## config.mk

```make
export PLATFORM = sky130hd
export DESIGN_NAME = apb2axi_fifo_wr_arb
export DESIGN_NICKNAME = d
export VERILOG_FILES = /design/src/rtl/apb2axi_fifo_wr_arb.sv
export SDC_FILE = /design/constraint.sdc
export NUM_CORES = 1
export LEC_CHECK = 0
export ABC_AREA = 0
export ABC_CLOCK_PERIOD_IN_PS = 3220
export CAP_MARGIN = 15
export CORE_UTILIZATION = 31
export CTS_CLUSTER_DIAMETER = 60
export DETAILED_ROUTE_END_ITERATION = 7
export GPL_TIMING_DRIVEN = 0
export PLACE_DENSITY = 0.83
export SLEW_MARGIN = 0
export SYNTH_ARGS = -nofsm -noshare
export SYNTH_HDL_FRONTEND = slang
export SYNTH_SLANG_ARGS = --single-unit
```

## constraint.sdc

```tcl
create_clock -name wr_clk -period 3.22 [get_ports wr_clk]
set_input_delay 0.322 -clock wr_clk [delete_from_list [all_inputs] [get_ports wr_clk]]
set_output_delay 0.322 -clock wr_clk [all_outputs]
set_load 0.1 [all_outputs]
```

## src/rtl/apb2axi_fifo_wr_arb.sv

```systemverilog
// Round-robin, burst-locked arbiter sharing one async-FIFO write port among NUM_REQ requesters.
// Each forwarded entry carries {src_id, payload}; forwarding is combinational, arbitration state is registered.
module apb2axi_fifo_wr_arb #(
  parameter int WIDTH     = 32,
  parameter int NUM_REQ   = 4,
  parameter int MAX_BURST = 16,
  localparam int ID_W     = $clog2(NUM_REQ)
) (
  input  logic                     wr_clk,
  input  logic                     wr_resetn,
  input  logic [NUM_REQ-1:0]       req_vld,
  input  logic [NUM_REQ*WIDTH-1:0] req_data,
  input  logic [NUM_REQ-1:0]       req_last,
  output logic [NUM_REQ-1:0]       req_rdy,
  output logic                     fifo_wr_vld,
  output logic [ID_W+WIDTH-1:0]    fifo_wr_data,
  input  logic                     fifo_wr_rdy,
  output logic                     burst_err
);

  localparam int CNT_W = $clog2(MAX_BURST + 1);

  typedef enum logic {ST_ARB, ST_BURST} state_t;

  state_t            r_state;
  logic [ID_W-1:0]   r_rr_ptr;
  logic [ID_W-1:0]   r_owner;
  logic [CNT_W-1:0]  r_beat_cnt;
  logic              r_burst_err;

  logic [WIDTH-1:0]  w_lane [NUM_REQ];
  logic              w_arb_found;
  logic [ID_W-1:0]   w_arb_idx;
  logic [ID_W:0]     w_cand;
  logic              w_gnt_vld;
  logic [ID_W-1:0]   w_gnt;
  logic              w_xfer;
  logic              w_last;
  logic              w_max_hit;

  // Explicit wrap so non-power-of-2 NUM_REQ never lands on an unused ID
  function automatic logic [ID_W-1:0] next_id(input logic [ID_W-1:0] id);
    return (id == ID_W'(NUM_REQ - 1)) ? '0 : id + 1'b1;
  endfunction

  generate
    for (genvar gi = 0; gi < NUM_REQ; gi++) begin : g_lane
      assign w_lane[gi]  = req_data[gi*WIDTH +: WIDTH];
      assign req_rdy[gi] = w_gnt_vld & fifo_wr_rdy & (w_gnt == ID_W'(gi));
    end
  endgenerate

  // First valid requester at or after r_rr_ptr, modulo NUM_REQ
  always_comb begin
    w_arb_found = 1'b0;
    w_arb_idx   = '0;
    w_cand      = '0;
    for (int k = 0; k < NUM_REQ; k++) begin
      w_cand = {1'b0, r_rr_ptr} + (ID_W+1)'(k);
      if (w_cand >= (ID_W+1)'(NUM_REQ)) begin
        w_cand = w_cand - (ID_W+1)'(NUM_REQ);
      end
      if (!w_arb_found && req_vld[w_cand[ID_W-1:0]]) begin
        w_arb_found = 1'b1;
        w_arb_idx   = w_cand[ID_W-1:0];
      end
    end
  end

  // A locked owner keeps the grant even while its valid is low
  assign w_gnt_vld    = (r_state == ST_BURST) | w_arb_found;
  assign w_gnt        = (r_state == ST_BURST) ? r_owner : w_arb_idx;
  assign fifo_wr_vld  = w_gnt_vld & req_vld[w_gnt];
  assign fifo_wr_data = w_gnt_vld ? {w_gnt, w_lane[w_gnt]} : '0;
  assign w_xfer       = fifo_wr_vld & fifo_wr_rdy;
  assign w_last       = req_last[w_gnt];
  assign w_max_hit    = (r_beat_cnt == CNT_W'(MAX_BURST - 1));
  assign burst_err    = r_burst_err;

  always_ff @(posedge wr_clk or negedge wr_resetn) begin
    if (!wr_resetn) begin
      r_state     <= ST_ARB;
      r_rr_ptr    <= '0;
      r_owner     <= '0;
      r_beat_cnt  <= '0;
      r_burst_err <= 1'b0;
    end else if (w_xfer) begin
      case (r_state)
        ST_ARB: begin
          // With MAX_BURST=1 a non-last beat is already a forced release
          if (w_last || (MAX_BURST == 1)) begin
            r_rr_ptr <= next_id(w_gnt);
            if (!w_last) begin
              r_burst_err <= 1'b1;
            end
          end else begin
            r_state    <= ST_BURST;
            r_owner    <= w_gnt;
            r_beat_cnt <= CNT_W'(1);
          end
        end
        ST_BURST: begin
          if (w_last || w_max_hit) begin
            r_state    <= ST_ARB;
            r_rr_ptr   <= next_id(r_owner);
            r_beat_cnt <= '0;
            if (!w_last) begin
              r_burst_err <= 1'b1;
            end
          end else begin
            r_beat_cnt <= r_beat_cnt + 1'b1;
          end
        end
        default: r_state <= ST_ARB;
      endcase
    end
  end

endmodule

```

==> results of run 1 <==
what timing repair did:
action                     in CTS  in global routing
setup buffers                   0                  2
pin swaps                       0                  1
gates resized for setup       212                 15
setup endpoints to repair      37                 33
cloned                          0                  0
layout make-up:
cell class	count	area, um2	share of cell area
multi-input combinational	163	1665	0.4306
inverter	6	22.52	0.005823
buffer	14	83.83	0.02168
sequential	11	275.3	0.07117
clock buffer	4	45.04	0.01165
timing repair buffer	180	1685	0.4358
tap	72	90.09	0.02329
routing by layer:
metal,share of wire,wire length (um),track usage,vias up
met5,0,0,0,-
met4,0.010,75,0.04464,0
met3,0.081,606,0.04571,8
met2,0.52,3940,0.4325,113
met1,0.38,2888,0.2556,1058
li1,-,-,-,1135
cells by family (layout without fill, tap and decap cells):
family | Yosys count | count (layout) | share of synthesized area
muxes | 63 | 63 | 0.4206
AOI/OAI and AO/OA | 47 | 47 | 0.1903
and+or+nand+nor | 46 | 46 | 0.1522
buffers and inverters | 20 | 204 | 0.04539
DFF | 11 | 11 | 0.1469
adders and majority gates | 6 | 6 | 0.04005
xor gates and xnor gates | 1 | 1 | 0.004674
metrics by stage:
step           setup TNS (ps)  cells  area (um2)  setup slack (ps)
5_1_grt                     0    450        3867             5.902
3_3_place_gp           -35920    444        3876             -1132
3_5_place_dp           -36880    444        3876             -1165
4_1_cts                 -2620    448        3810            -149.1
2_1_floorplan               0    194        2004             170.6
6_report                    0    450        3867             94.48
sequential cells by signal, indices dropped and copies added (netlist names):
name and cells:
burst_err 1, r_beat_cnt 5, r_owner 2, r_rr_ptr 2
r_state 1
cells in the final DEF, fill, tap and decap left out, types with 3 or more instances in the layout:
cell             synthesis  final
a21oi_1                  7      6
and2_1                  15     15
and3_1                   5      5
buf_2                    2     12
buf_4                    2     26
clkbuf_1                 8      5
clkbuf_2                 0      3
clkbuf_4                 0      6
clkbuf_8                 0      3
clkdlybuf4s50_1          0    139
dfrtp_1                 11     11
ha_1                     6      6
inv_1                    4      4
mux2_1                   3      3
mux2i_1                 47     47
mux4_2                  12     12
nand2_1                  6      6
nand2b_1                 5      4
nor2_1                   3      3
nor2b_1                  3      3
o22ai_2                  0     20
how the worst max path moves through the flow:
| stage | startpoint | end | slack (ps) | cells after the start |
|---|---|---|---|---|
| finish | req_vld[1] | fifo_wr_data[32] | 90 | 5 |
| global route | req_vld[1] | req_rdy[2] | 6 | 9 |
| CTS | req_vld[3] | fifo_wr_data[25] | -150 | 9 |
| detailed placement | req_vld[3] | req_rdy[0] | -1160 | 9 |
| global placement | req_vld[3] | req_rdy[0] | -1130 | 9 |
| floorplan | r_rr_ptr[1] | fifo_wr_data[10] | 170 | 8 |
worst max-delay path: stages:
cell and delay [ps]:
clkdlybuf4s50_1 660, nor4_1 110, or2_1 280, o31ai_2 230, clkdlybuf4s50_1 1190
==> results.json, run 1 <==
{
  "gr-usage-all-layers": 0.2260,
  "reg2reg_slack_ps": 580,
  "yosys-top-cells-count": "mux2i_1 (47), o22ai_1 (20), and2_1 (15), mux4_2 (12), dfrtp_1 (11)",
  "syn_area_per_cell_um2": 9.661,
  "yosysTopAreaCellShare": 0.2510,
  "ys_seq_area_frac": 0.1469,
  "slew_headroom": 0.3349,
  "worstHoldPathType": "in -> async",
  "core.rowCount": 27,
  "place_hpwl_mm": 6.336,
  "worstSetupPathType": "in -> out",
  "synth_seq_cells": 11,
  "reg2reg_from": "r_rr_ptr[1]",
  "r2r-end": "r_owner[0]",
  "fin_skew_ps": 1.514,
  "overflow": 0,
  "ant_nets": 0,
  "core_um2": 5675,
  "synth-async-reset-ratio": 1.000,
  "rsz0062_at_grt": "false",
  "wire_per_inst_um": 16.69,
  "status": "finished clean",
  "fmax_mhz": 319.9,
  "vias_per_cell": 5.142,
  "gp_congestion": 0.8047,
  "worst-slew-pin-transition_ps": 994.5,
  "num_vias": 2314,
  "nNetsFinal": 524,
  "synth_most_common_cell": "mux2i_1",
  "rr_worst_depth": 8,
  "critPathArrivalTime_ps": 2800,
  "grt_pass1_wl_mm": 11.18,
  "clk_pin_slew_ps": 50,
  "slew_violations": 0,
  "drc_errors": 0,
  "crit_path_start_kind": "input pin",
  "whs_ps": 425.7,
  "worstSkewPairLatency_ps": 240,
  "antenna_found_initial": 0,
  "critPathMaxFanout": 7,
  "syn_inst": 194,
  "clkSinkCount": 11,
  "ys_warn_count": 0,
  "synth_enable_flop_cells": 0,
  "wl_mm": 7.510,
  "synth-main-ff-cell": "dfrtp_1",
  "crit_path_end_kind": "output pin",
  "area_delta_synth_final_pct": 106.3,
  "synth_area_um2": 1874,
  "start_util": 0.3302,
  "die_area_um2": 6361,
  "final_core_util": 0.6814,
  "postCtsHoldBufs": 0,
  "finalHoldViolations": 0,
  "yosysTopAreaCell": "mux2i_1",
  "grt_pass1_vias": 2405,
  "drt_pass1_iterations": 4,
  "fillers": 487,
  "ys_types": 44,
  "required_ps": 2900,
  "cts_tree": "built",
  "synth_area_leaders": "mux2i_1 (25%), dfrtp_1 (15%), mux4_2 (14%), o22ai_1 (6.7%), and2_1 (5.0%)",
  "cts_buffers": 3,
  "diodes": 0,
  "cts.path.max_buffers": 2,
  "die_h_um": 79.76,
  "grt_max_degree": 12,
  "syn-num-nets": 339,
  "clk_root_buffer_cell": "clkbuf_8",
  "io_buffers": 178,
  "htree_levels": 1,
  "drive_gt1_frac": 0.2540,
  "die_x_um": 79.76,
  "ios": 179,
  "period_share": 0.9707,
  "first_iter_violations": 25,
  "min_period_ps": 3126,
  "cap_violations": 0,
  "setup_viol": 0
}
Power of run 1 is left out: the tool's default activity adds up to more than one toggle a clock period on the data nets, which glitch-free logic cannot reach.
==> run 2, diff against run 1 <==
--- a/config.mk
+++ b/config.mk
@@ -8,6 +8,7 @@
 export ABC_AREA = 0
 export ABC_CLOCK_PERIOD_IN_PS = 3220
 export CAP_MARGIN = 15
+export CORE_ASPECT_RATIO = 2
 export CORE_UTILIZATION = 31
 export CTS_CLUSTER_DIAMETER = 60
 export DETAILED_ROUTE_END_ITERATION = 7
==> run 2 against run 1 <==
  * The run now ends with DRC left
  * Wire length increased by 4.0%
  * Register-to-register slack got worse by 30 ps
  * Non-clock buffer count increased by 1
  * Critical endpoint is now fifo_wr_data[16]
  * Highest routed layer unchanged
==> results.json, run 2 (synthesis gave the netlist of run 1 again) <==
{
  "status": "finished, violations left",
  "violations": "DRC",
  "die_h_um": 112.0,
  "fin_skew_ps": 1.007,
  "grt_pass1_vias": 2525,
  "whs_ps": 417.0,
  "fmax_mhz": 324.1,
  "dp_cells": 433,
  "reg2reg_from": "r_rr_ptr[1]",
  "vias_per_cell": 5.409,
  "critPathArrivalTime_ps": 2760,
  "gr-usage-all-layers": 0.2468,
  "wl_mm": 7.809,
  "core.rowCount": 39,
  "ios": 179,
  "postCtsHoldBufs": 0,
  "worstHoldPathType": "in -> async",
  "period_share": 0.9582,
  "drive_gt1_frac": 0.2559,
  "area_delta_synth_final_pct": 108.9,
  "first_iter_violations": 129,
  "rr_worst_depth": 8,
  "required_ps": 2900,
  "critPathTopFamily": "buffers and inverters",
  "slew_headroom": 0.3229,
  "cts_tree": "built",
  "setup_viol": 0,
  "tns_ps": 0,
  "overflow": 0,
  "diodes": 0,
  "core_um2": 5758,
  "htree_levels": 1,
  "instances_no_fill": 440,
  "slew_violations": 0,
  "nNetsFinal": 525,
  "wire_per_inst_um": 17.75,
  "crit_path_end_kind": "output pin",
  "cap_violations": 0,
  "critPathMaxStageDelay_ps": 650,
  "gp_congestion": 0.8595,
  "die_x_um": 56.98,
  "crit_chain": "clkdlybuf4s50_1, nor4_2, or2_1, o31ai_4, inv_2, buf_2, mux2i_1, o22ai_2, buf_4",
  "grt_max_degree": 12,
  "reg_top3": "r_beat_cnt: 5 flops, r_owner: 2 flops, r_rr_ptr: 2 flops",
  "start_util": 0.3255,
  "io_buffers": 178,
  "startpoint": "req_vld[1]",
  "drt_pass1_iterations": 6,
  "finalHoldViolations": 0,
  "clk_root_buffer_cell": "clkbuf_16",
  "regMostFlops": "r_beat_cnt",
  "cts_buffers": 3,
  "final_cell_mix": "clkdlybuf4s50_1 (139), mux2i_1 (47), buf_4 (29)",
  "cts.path.max_buffers": 2,
  "worstSkewPairLatency_ps": 240,
  "worstSetupPathType": "in -> out",
  "grt_pass1_wl_mm": 12.35,
  "clkSinkCount": 11,
  "drc_errors": 5,
  "critPathMaxFanout": 11,
  "largest_reg_flops": 5,
  "worst-slew-pin-transition_ps": 1012,
  "ant_nets": 0,
  "path_depth": 9,
  "crit_path_start_kind": "input pin",
  "clk_pin_slew_ps": 40,
  "final_common_cell": "clkdlybuf4s50_1",
  "num_vias": 2380,
  "antenna_found_initial": 0,
  "rsz0062_at_grt": "false",
  "place_hpwl_mm": 6.548,
  "die_area_um2": 6380,
  "crit_buf_inv": 4,
  "cp_slowest_cell": "clkdlybuf4s50_1",
  "min_period_ps": 3085
}
==> run 2: cell count changes in the layout (fill, tap and decap cells not counted), moves of 2 or more <==
| cell | delta |
|---|---|
| buf_2 | -3 |
| clkbuf_16 | +3 |
| clkbuf_8 | -3 |
| buf_6 | +2 |
| buf_4 | +3 |
==> run 2: timing repair <==
| item | 4_1_cts | 5_1_grt |
|---|---|---|
| setup buffers | 0 | 3 |
| pin swaps | 0 | 2 |
| gates resized for setup | 220 | 12 |
| endpoints found under the setup margin | 37 | 35 |
==> run 2: metrics by stage <==
| stage | utilization | area (um2) | setup slack [ps] |
|---|---|---|---|
| 5_1_grt | 0.6801 | 3916 | 26.51 |
| 4_1_cts | 0.6725 | 3872 | 10.60 |
| 2_1_floorplan | - | 2004 | 170.6 |
| 6_report | 0.6801 | 3916 | 134.6 |
| 3_5_place_dp | 0.6708 | 3862 | -1163 |
| 3_3_place_gp | 0.6708 | 3862 | -1142 |
==> run 2: layer usage <==
metal / global-route usage / routed length (um)
met1: 0.2543 / 2663
met5: 0 / 0
met3: 0.04413 / 441
met2: 0.4651 / 4389
met4: 0.1089 / 315
==> run 2: area by class of cell <==
| class | instances | area (um2) |
|---|---|---|
| fill | 479 | 1842 |
| inverter | 6 | 22.52 |
| sequential | 11 | 275.3 |
| tap | 61 | 76.32 |
| clock buffer | 4 | 78.83 |
| multi-input combinational | 163 | 1669 |
| timing repair buffer | 181 | 1710 |
| buffer | 14 | 83.83 |
==> run 2: worst paths after layout <==
check	to	slack (ps)
max reg2reg	r_owner[0]	550
max in group asynchronous	r_beat_cnt[3]	2470
min in group wr_clk	burst_err	460
min reg2reg	burst_err	460
min	r_owner[1]	420
max	fifo_wr_data[16]	130
Power of run 2 is left out for the same reason.
==> run 3, diff against run 2 <==
--- a/config.mk
+++ b/config.mk
@@ -12,7 +12,7 @@
 export CORE_UTILIZATION = 31
 export CTS_CLUSTER_DIAMETER = 60
 export DETAILED_ROUTE_END_ITERATION = 7
-export GPL_TIMING_DRIVEN = 0
+export GPL_ROUTABILITY_DRIVEN = 0
 export PLACE_DENSITY = 0.83
 export SLEW_MARGIN = 0
 export SYNTH_ARGS = -nofsm -noshare
==> run 3 against run 2 <==
  * The run still ends with DRC left
  * Wire length up 2.6%
  * Global-route usage rose by 0.84 points
  * Die area is the same
  * Fmax increased by 0.52%
  * Critical path depth is 1 lower
  * First-iteration DRC count decreased by 9.3%
==> results.json, run 3 (synthesis gave the netlist of run 1 again) <==
{
  "status": "finished, violations left",
  "violations": "DRC",
  "worst-slew-pin-transition_ps": 959.7,
  "area_delta_synth_final_pct": 132.2,
  "wl_mm": 8.010,
  "start_util": 0.3255,
  "gr-usage-all-layers": 0.2552,
  "fmax_mhz": 325.8,
  "drc_errors": 3,
  "largest_reg_flops": 5,
  "cts_buffers": 3,
  "place_hpwl_mm": 6.867,
  "wl_met3_um": 470,
  "core.rowCount": 39,
  "ant_nets": 0,
  "cap_violations": 0,
  "regMostFlops": "r_beat_cnt",
  "clk_root_buffer_cell": "clkbuf_16",
  "core_um2": 5758,
  "required_ps": 2900,
  "top_layer": "met4",
  "tns_ps": 0,
  "slew_headroom": 0.3582,
  "htree_levels": 1,
  "drt_pass1_iterations": 8,
  "overflow": 0,
  "io_buffers": 178,
  "drive_gt1_frac": 0.2574,
  "cts_resized": 0,
  "final_common_cell": "clkdlybuf4s50_1",
  "final_cell_mix": "clkdlybuf4s50_1 (139), mux2i_1 (47), buf_12 (39)",
  "cts.path.max_buffers": 2,
  "clk_pin_slew_ps": 40,
  "rsz0062_at_grt": "false",
  "slew_violations": 0,
  "num_vias": 2397,
  "wl_met1_mm": 2.587,
  "diodes": 0,
  "route.met2.wl_mm": 4.753,
  "first_iter_violations": 117,
  "min_period_ps": 3069,
  "setup_viol": 0,
  "critPathMaxFanout": 16,
  "worstSetupPathType": "in -> out",
  "grt_max_degree": 21,
  "finalHoldViolations": 0,
  "fillers": 406,
  "die_x_um": 56.98,
  "die_h_um": 112.0,
  "fin_skew_ps": 1.197,
  "postCtsHoldBufs": 0,
  "clkSinkCount": 11,
  "die_area_um2": 6380,
  "reg_top3": "r_beat_cnt: 5 flops, r_owner: 2 flops, r_rr_ptr: 2 flops",
  "nNetsFinal": 519,
  "critPathArrivalTime_ps": 2750,
  "crit_path_start_kind": "input pin",
  "grt_pass1_wl_mm": 12.83,
  "cts_setup_buffers": 0,
  "crit_path_end_kind": "output pin",
  "antenna_found_initial": 0,
  "vias_per_cell": 5.523,
  "cts_tree": "built",
  "ios": 179,
  "grt_pass1_vias": 2606,
  "worstHoldPathType": "in -> async",
  "worstSkewPairLatency_ps": 240,
  "period_share": 0.9533,
  "wire_per_inst_um": 18.46
}
run 3: path summary, 6_finish.rpt:
kind	start	endpoint	slack [ps]	cells after the start
worst max-delay path	req_vld[2]	fifo_wr_data[28]	150	8
worst min-delay path	wr_resetn	r_state	430	1
worst max register to register	r_rr_ptr[1]	r_owner[0]	570	7
worst min register to register	burst_err	burst_err	480	1
max in group asynchronous	wr_resetn	r_beat_cnt[3]	2450	1
min in group wr_clk	burst_err	burst_err	480	1
run 3: routing by layer:
layer,up-vias,GRT usage
met1,1145,0.2477
met5,-,0
met3,18,0.05226
met2,117,0.5098
met4,0,0.07805
li1,1117,-
run 3: layout make-up:
cell class | count | area [um2] | share of cell area
clock buffer | 4 | 78.83 | 0.01811
inverter | 6 | 22.52 | 0.005174
multi-input combinational | 163 | 1645 | 0.3780
sequential | 11 | 275.3 | 0.06324
tap | 61 | 76.32 | 0.01753
timing repair buffer | 189 | 2255 | 0.5180
run 3: critical path: stages:
cell and delay [ps]:
clkdlybuf4s50_1 610, nand2b_1 90, a21oi_1 400, o31a_2 250
buf_12 170, mux4_2 520, and2_1 200, buf_12 170
run 3: stage by stage:
| step | worst slack [ps] | hold WS, ps | std cells | instance area (um2) | util |
|---|---|---|---|---|---|
| after global routing | 34.39 | 468.3 | 434 | 4353 | 0.7560 |
| after detailed placement | 143.2 | 471.3 | 430 | 4274 | 0.7423 |
| final | 150.5 | 430.1 | 434 | 4353 | 0.7560 |
| after floorplan | 170.6 | 26.41 | 194 | 2004 | - |
| after CTS | 137.8 | 439.4 | 434 | 4353 | 0.7560 |
| after global placement | 186.2 | 461.2 | 430 | 4274 | 0.7423 |
Power of run 3 is left out for the same reason.
==> RTL edit 1 (flow settings as in run 1) <==
One comparison of `r_beat_cnt` changes from == to >=.
--- a/src/rtl/apb2axi_fifo_wr_arb.sv
+++ b/src/rtl/apb2axi_fifo_wr_arb.sv
@@ -74,7 +74,7 @@
   assign fifo_wr_data = w_gnt_vld ? {w_gnt, w_lane[w_gnt]} : '0;
   assign w_xfer       = fifo_wr_vld & fifo_wr_rdy;
   assign w_last       = req_last[w_gnt];
-  assign w_max_hit    = (r_beat_cnt == CNT_W'(MAX_BURST - 1));
+  assign w_max_hit    = (r_beat_cnt >= CNT_W'(MAX_BURST - 1));
   assign burst_err    = r_burst_err;
 
   always_ff @(posedge wr_clk or negedge wr_resetn) begin
Formal check against the unedited RTL: no difference found for any inputs over 10 cycles, from zero or initial values and one cycle with wr_resetn low; that may be too few to reach the edited logic, so the function may still have changed.
==> RTL edit 1 against run 1 <==
Sequential share of layout area down 1.1 points; wire length up 27%; synthesized area up 22%; global-route usage up 0.97 points; worst setup slack better by 0.064 ns; cell area up 19%; cell count up 25%; die area up 21%; sequential cell count unchanged.
Power is left out: the tool's default activity adds up to more than one toggle a clock period on the data nets, which glitch-free logic cannot reach.
==> RTL edit 1: results (changes against run 1) <==
Parameter                              Value

Place
  Half-perimeter wire length of the detailed placement result ... 7850 um (was 6340 um)
  RePlAce Congestion ... 0.922 (was 0.805)
  Dpl cells ... 555 (was 444)
  Port Buffer Count ... 177 (was 178)
  Place WS ... -1.62 ns (was -1.16 ns)

Drt
  WL per Instance ... 16.9 um (was 16.7 um)
  Post-detailed-routing wire length ... 9520 um (was 7510 um)
  Initial DRC Count ... 85 (was 25)
  Vias after detailed routing ... 2,996 (was 2,314)

STA
  Worst Skew ... 0.00563 ns (was 0.00151 ns)
  Slew HR ... 31.4% (was 33.5%)

Final layout
  Final net count ... 612 (was 524)
  Fraction of final layout cells sized beyond drive strength 1 ... 29.0% (was 25.4%)
  Area overhead of the layout relative to synthesis ... 101% (was 106%)

Global route
  Via count of the first global-routing pass ... 3,110 (was 2,405)
  Wire length of the first global-routing pass ... 14,400 um (was 11,200 um)
  Global-route usage over all layers ... 23.6% (was 22.6%)

Worst setup path
  Start point of the critical path ... req_vld[0] (was req_vld[1])
  Reg-to-Reg Start ... r_rr_ptr[0] (was r_rr_ptr[1])
  FF-to-FF setup slack ... 0.61 ns (was 0.58 ns)
  Reg2reg end ... r_owner[1] (was r_owner[0])
  Worst-path maximum fanout ... 10 (was 7)
  Data arrival time of the worst path ... 2.74 ns (was 2.80 ns)

Logic synthesis
  Multiplexer area fraction after synthesis ... 33.2% (was 42.1%)
  Number of library cell types mapped by synthesis ... 56 (was 44)
  Top cells by area, synth ... mux2i_1 (15%), mux2_2 (13%), dfrtp_1 (12%) (was mux2i_1 (25%), dfrtp_1 (15%), mux4_2 (14%))
  Post-synth top cells ... nor2_1 (38), mux2i_1 (34), a211oi_1 (32) (was mux2i_1 (47), o22ai_1 (20), and2_1 (15))
  Post-synthesis share of cell area spent on full adders, half adders and majority gates ... 3.29% (was 4.01%)
  Average instance area after synthesis ... 8.10 sq um (was 9.66 sq um)
  Net count after synthesis ... 427 (was 339)
  Seq/Total Area, Yosys ... 12.1% (was 14.7%)
  Xor-xnor portion of the synthesized cell area ... 0.384% (was 0.467%)

Status
  Status ... finished, final reports clean (unchanged)
RTL edit 1: cell types whose count changed after synthesis, sizes merged, moves of 4 or more:
cell	before	now
nor2	3	39
a211oi	0	32
mux2	3	35
o22ai	20	3
and2	15	1
mux2i	48	34
mux4	12	1
inv	6	14
o21ai	3	9
buf	6	11
nand2	6	11
nand3	2	7
nand3b	0	4
RTL edit 1: through the flow:
stage                     hold WS, ns  instance area (sq um)
final                           0.428                   4590
after global routing            0.468                   4590
after CTS                       0.442                   4540
after detailed placement        0.463                   4470
after global placement          0.462                   4470
after floorplan                0.0264                   2580
RTL edit 1: cell families after synthesis:
kind of cell    after synthesis
simple gates                 84
compound gates               75
mux                          70
buf+inv                      35
flops                        11
fa+ha+maj                     6
xor+xnor                      1
RTL edit 1: worst max-delay path, cell delays in order:
cell and delay, ns:
dlygate4sd2_1 0.32, nand2b_1 0.18, a221o_1 0.31, a21boi_2 0.21, o31ai_4 0.18, buf_4 0.18, buf_6 0.18, buf_6 0.19
mux2i_1 0.13, a211oi_4 0.28, buf_6 0.26
RTL edit 1: layout make-up:
| cell class | count | area (sq um) |
|---|---|---|
| plain buffers | 21 | 148 |
| clock buffers | 4 | 45.0 |
| fillers | 590 | 2350 |
| inverters | 14 | 52.6 |
| multi-input cells | 236 | 2150 |
| flip-flops and latches | 11 | 277 |
| well taps | 96 | 120 |
| repair buffers | 180 | 1800 |
RTL edit 1: how the worst max path moves through the flow:
stage	to	slack, ns	cells after the start
6_report	fifo_wr_data[6]	0.16	11
5_1_grt	fifo_wr_data[18]	0.002	11
4_1_cts	fifo_wr_data[26]	0.02	8
3_5_place_dp	req_rdy[0]	-1.62	10
3_3_place_gp	req_rdy[0]	-1.59	10
2_1_floorplan	fifo_wr_data[10]	-0.24	9
RTL edit 1: metal layers:
layer	routed length, um	track usage [%]	vias up
met1	3620	26.2	1411
met4	233	7.30	0
met5	0	0	-
met2	5010	44.4	140
met3	663	5.00	24
li1	-	-	1421
RTL edit 1: repair_timing:
action / in CTS / in global routing
gates resized for setup: 256 / 13
pin swaps: 1 / 1
endpoints found under the setup margin: 38 / 32
cloned: 0 / 0
endpoints found under the hold margin: 0 / 0
buffers inserted: 1 / 2
==> RTL edit 2 (flow settings as in run 1) <==
Made on the original files. Set the parameter `NUM_REQ` to 2 (it was 4).
--- a/src/rtl/apb2axi_fifo_wr_arb.sv
+++ b/src/rtl/apb2axi_fifo_wr_arb.sv
@@ -2,7 +2,7 @@
 // Each forwarded entry carries {src_id, payload}; forwarding is combinational, arbitration state is registered.
 module apb2axi_fifo_wr_arb #(
   parameter int WIDTH     = 32,
-  parameter int NUM_REQ   = 4,
+  parameter int NUM_REQ   = 2,
   parameter int MAX_BURST = 16,
   localparam int ID_W     = $clog2(NUM_REQ)
 ) (
Interface: changed (5 resized); port bits go from 179 to 108. The function was not compared with the original's and may differ.
==> RTL edit 2 against run 1 <==
Global-route usage fell by 0.51 points; cell area fell by 45%; utilization increased by 0.18 points; wire length fell by 47%; non-clock buffer count fell by 77; sequential share of layout area grew 3.4 points; hold slack lost 0.078 ns; critical endpoint is now fifo_wr_data[13]; largest cell class unchanged; sequential cell count down 2; highest routed layer unchanged; worst setup slack got worse by 0.032 ns; die area decreased by 43%; synthesized area fell by 44%.
Power is left out: the tool's default activity adds up to more than one toggle a clock period on the data nets, which glitch-free logic cannot reach.
==> RTL edit 2: results (changes against run 1) <==
Parameter                              Value

Status
  Status ... finished, final reports clean (unchanged)

Logic synthesis
  Net count after synthesis ... 242 (was 339)
  Xor-xnor portion of the synthesized cell area ... 0% (was 0.467%)
  Compound-cell area share of the yosys netlist ... 24.3% (was 19.0%)
  Top cells by area, synth ... nand2_1 (25%), dfrtp_1 (22%), a21oi_1 (17%) (was mux2i_1 (25%), dfrtp_1 (15%), mux4_2 (14%))
  Post-synth top cells ... nand2_1 (69), a21oi_1 (36), clkbuf_1 (9), dfrtp_1 (9), nor2_1 (7) (was mux2i_1 (47), o22ai_1 (20), and2_1 (15))
  Number of library cell types mapped by synthesis ... 31 (was 44)
  Seq/Total Area, Yosys ... 21.6% (was 14.7%)
  Multiplexer area fraction after synthesis ... 8.05% (was 42.1%)

Die
  DIE WIDTH ... 60.0 um (was 79.8 um)

Global route
  Via count of the first global-routing pass ... 1,359 (was 2,405)
  Global-route usage over all layers ... 22.1% (was 22.6%)
  Largest net degree at the start of global routing ... 11 (was 12)
  Wire length of the first global-routing pass ... 6090 um (was 11,200 um)

Drt
  Post-detailed-routing wire length ... 4000 um (was 7510 um)
  Via-to-Cell Ratio ... 4.70 (was 5.14)
  Length of the first detailed-routing pass in iterations ... 4 (unchanged)
  Initial DRC Count ... 74 (was 25)

Final layout
  Plain + repair buffers ... 117 (was 194)
  Fraction of final layout cells sized beyond drive strength 1 ... 12.5% (was 25.4%)
  Top reg by flops ... r_beat_cnt (unchanged)
  Multi-input gate area in the final layout ... 787 sq um (was 1670 sq um)
  Final net count ... 354 (was 524)
  Final clock-cell share ... 1.23% (was 1.16%)
  Share of cell area taken by flip-flops and latches ... 10.5% (was 7.12%)
  Utilization after layout ... 68.3% (was 68.1%)
  Multi-input logic cell count ... 146 (was 163)

Place
  RePlAce Congestion ... 0.828 (was 0.805)
  Port Buffer Count ... 107 (was 178)
  Half-perimeter wire length of the detailed placement result ... 3270 um (was 6340 um)

Clocking
  Master cell of the clock root buffer ... clkbuf_4 (was clkbuf_8)
  Count of clock tree sinks ... 9 (was 11)

STA
  Worst Skew ... 0.00130 ns (was 0.00151 ns)
  Slew HR ... 32.9% (was 33.5%)
  Post-route fraction of the period consumed by the critical path ... 98.1% (was 97.1%)

Worst setup path
  Worst-path maximum fanout ... 10 (was 7)
  Slowest-stage cell, CP ... dlygate4sd2_1 (was clkdlybuf4s50_1)
  FF-to-FF setup slack ... 1.32 ns (was 0.58 ns)
  CP endpoint ... fifo_wr_data[13] (was fifo_wr_data[32])
  Reg2reg end ... r_beat_cnt[1] (was r_owner[0])
  Crit-path max cell delay ... 0.88 ns (was 1.19 ns)
-- RTL edit 2: changes by cell type after synthesis, sizes merged, moves of 5 or more --
| cell | before | now |
|---|---|---|
| and2 | 15 | 2 |
| mux2i | 48 | 3 |
| nand2 | 6 | 70 |
| mux4 | 12 | 0 |
| o22ai | 20 | 0 |
| buf | 6 | 1 |
| a21oi | 7 | 36 |
-- RTL edit 2: through the flow --
step	hold WS, ns	cells
2_1_floorplan	0.0264	169
3_5_place_dp	0.465	320
3_3_place_gp	0.469	320
4_1_cts	0.346	324
6_report	0.348	324
5_1_grt	0.377	324
-- RTL edit 2: per-layer routing --
layer	vias up	track usage, %	wire [um]
li1	783	-	-
met1	671	26.6	1710
met2	65	38.6	1870
met3	5	4.55	366
met4	0	7.64	49
met5	-	0	0
-- RTL edit 2: repair_timing --
action                                  CTS  global route
endpoints found under the setup margin   31            28
gates resized for setup                  31            32
buffers inserted                          0             0
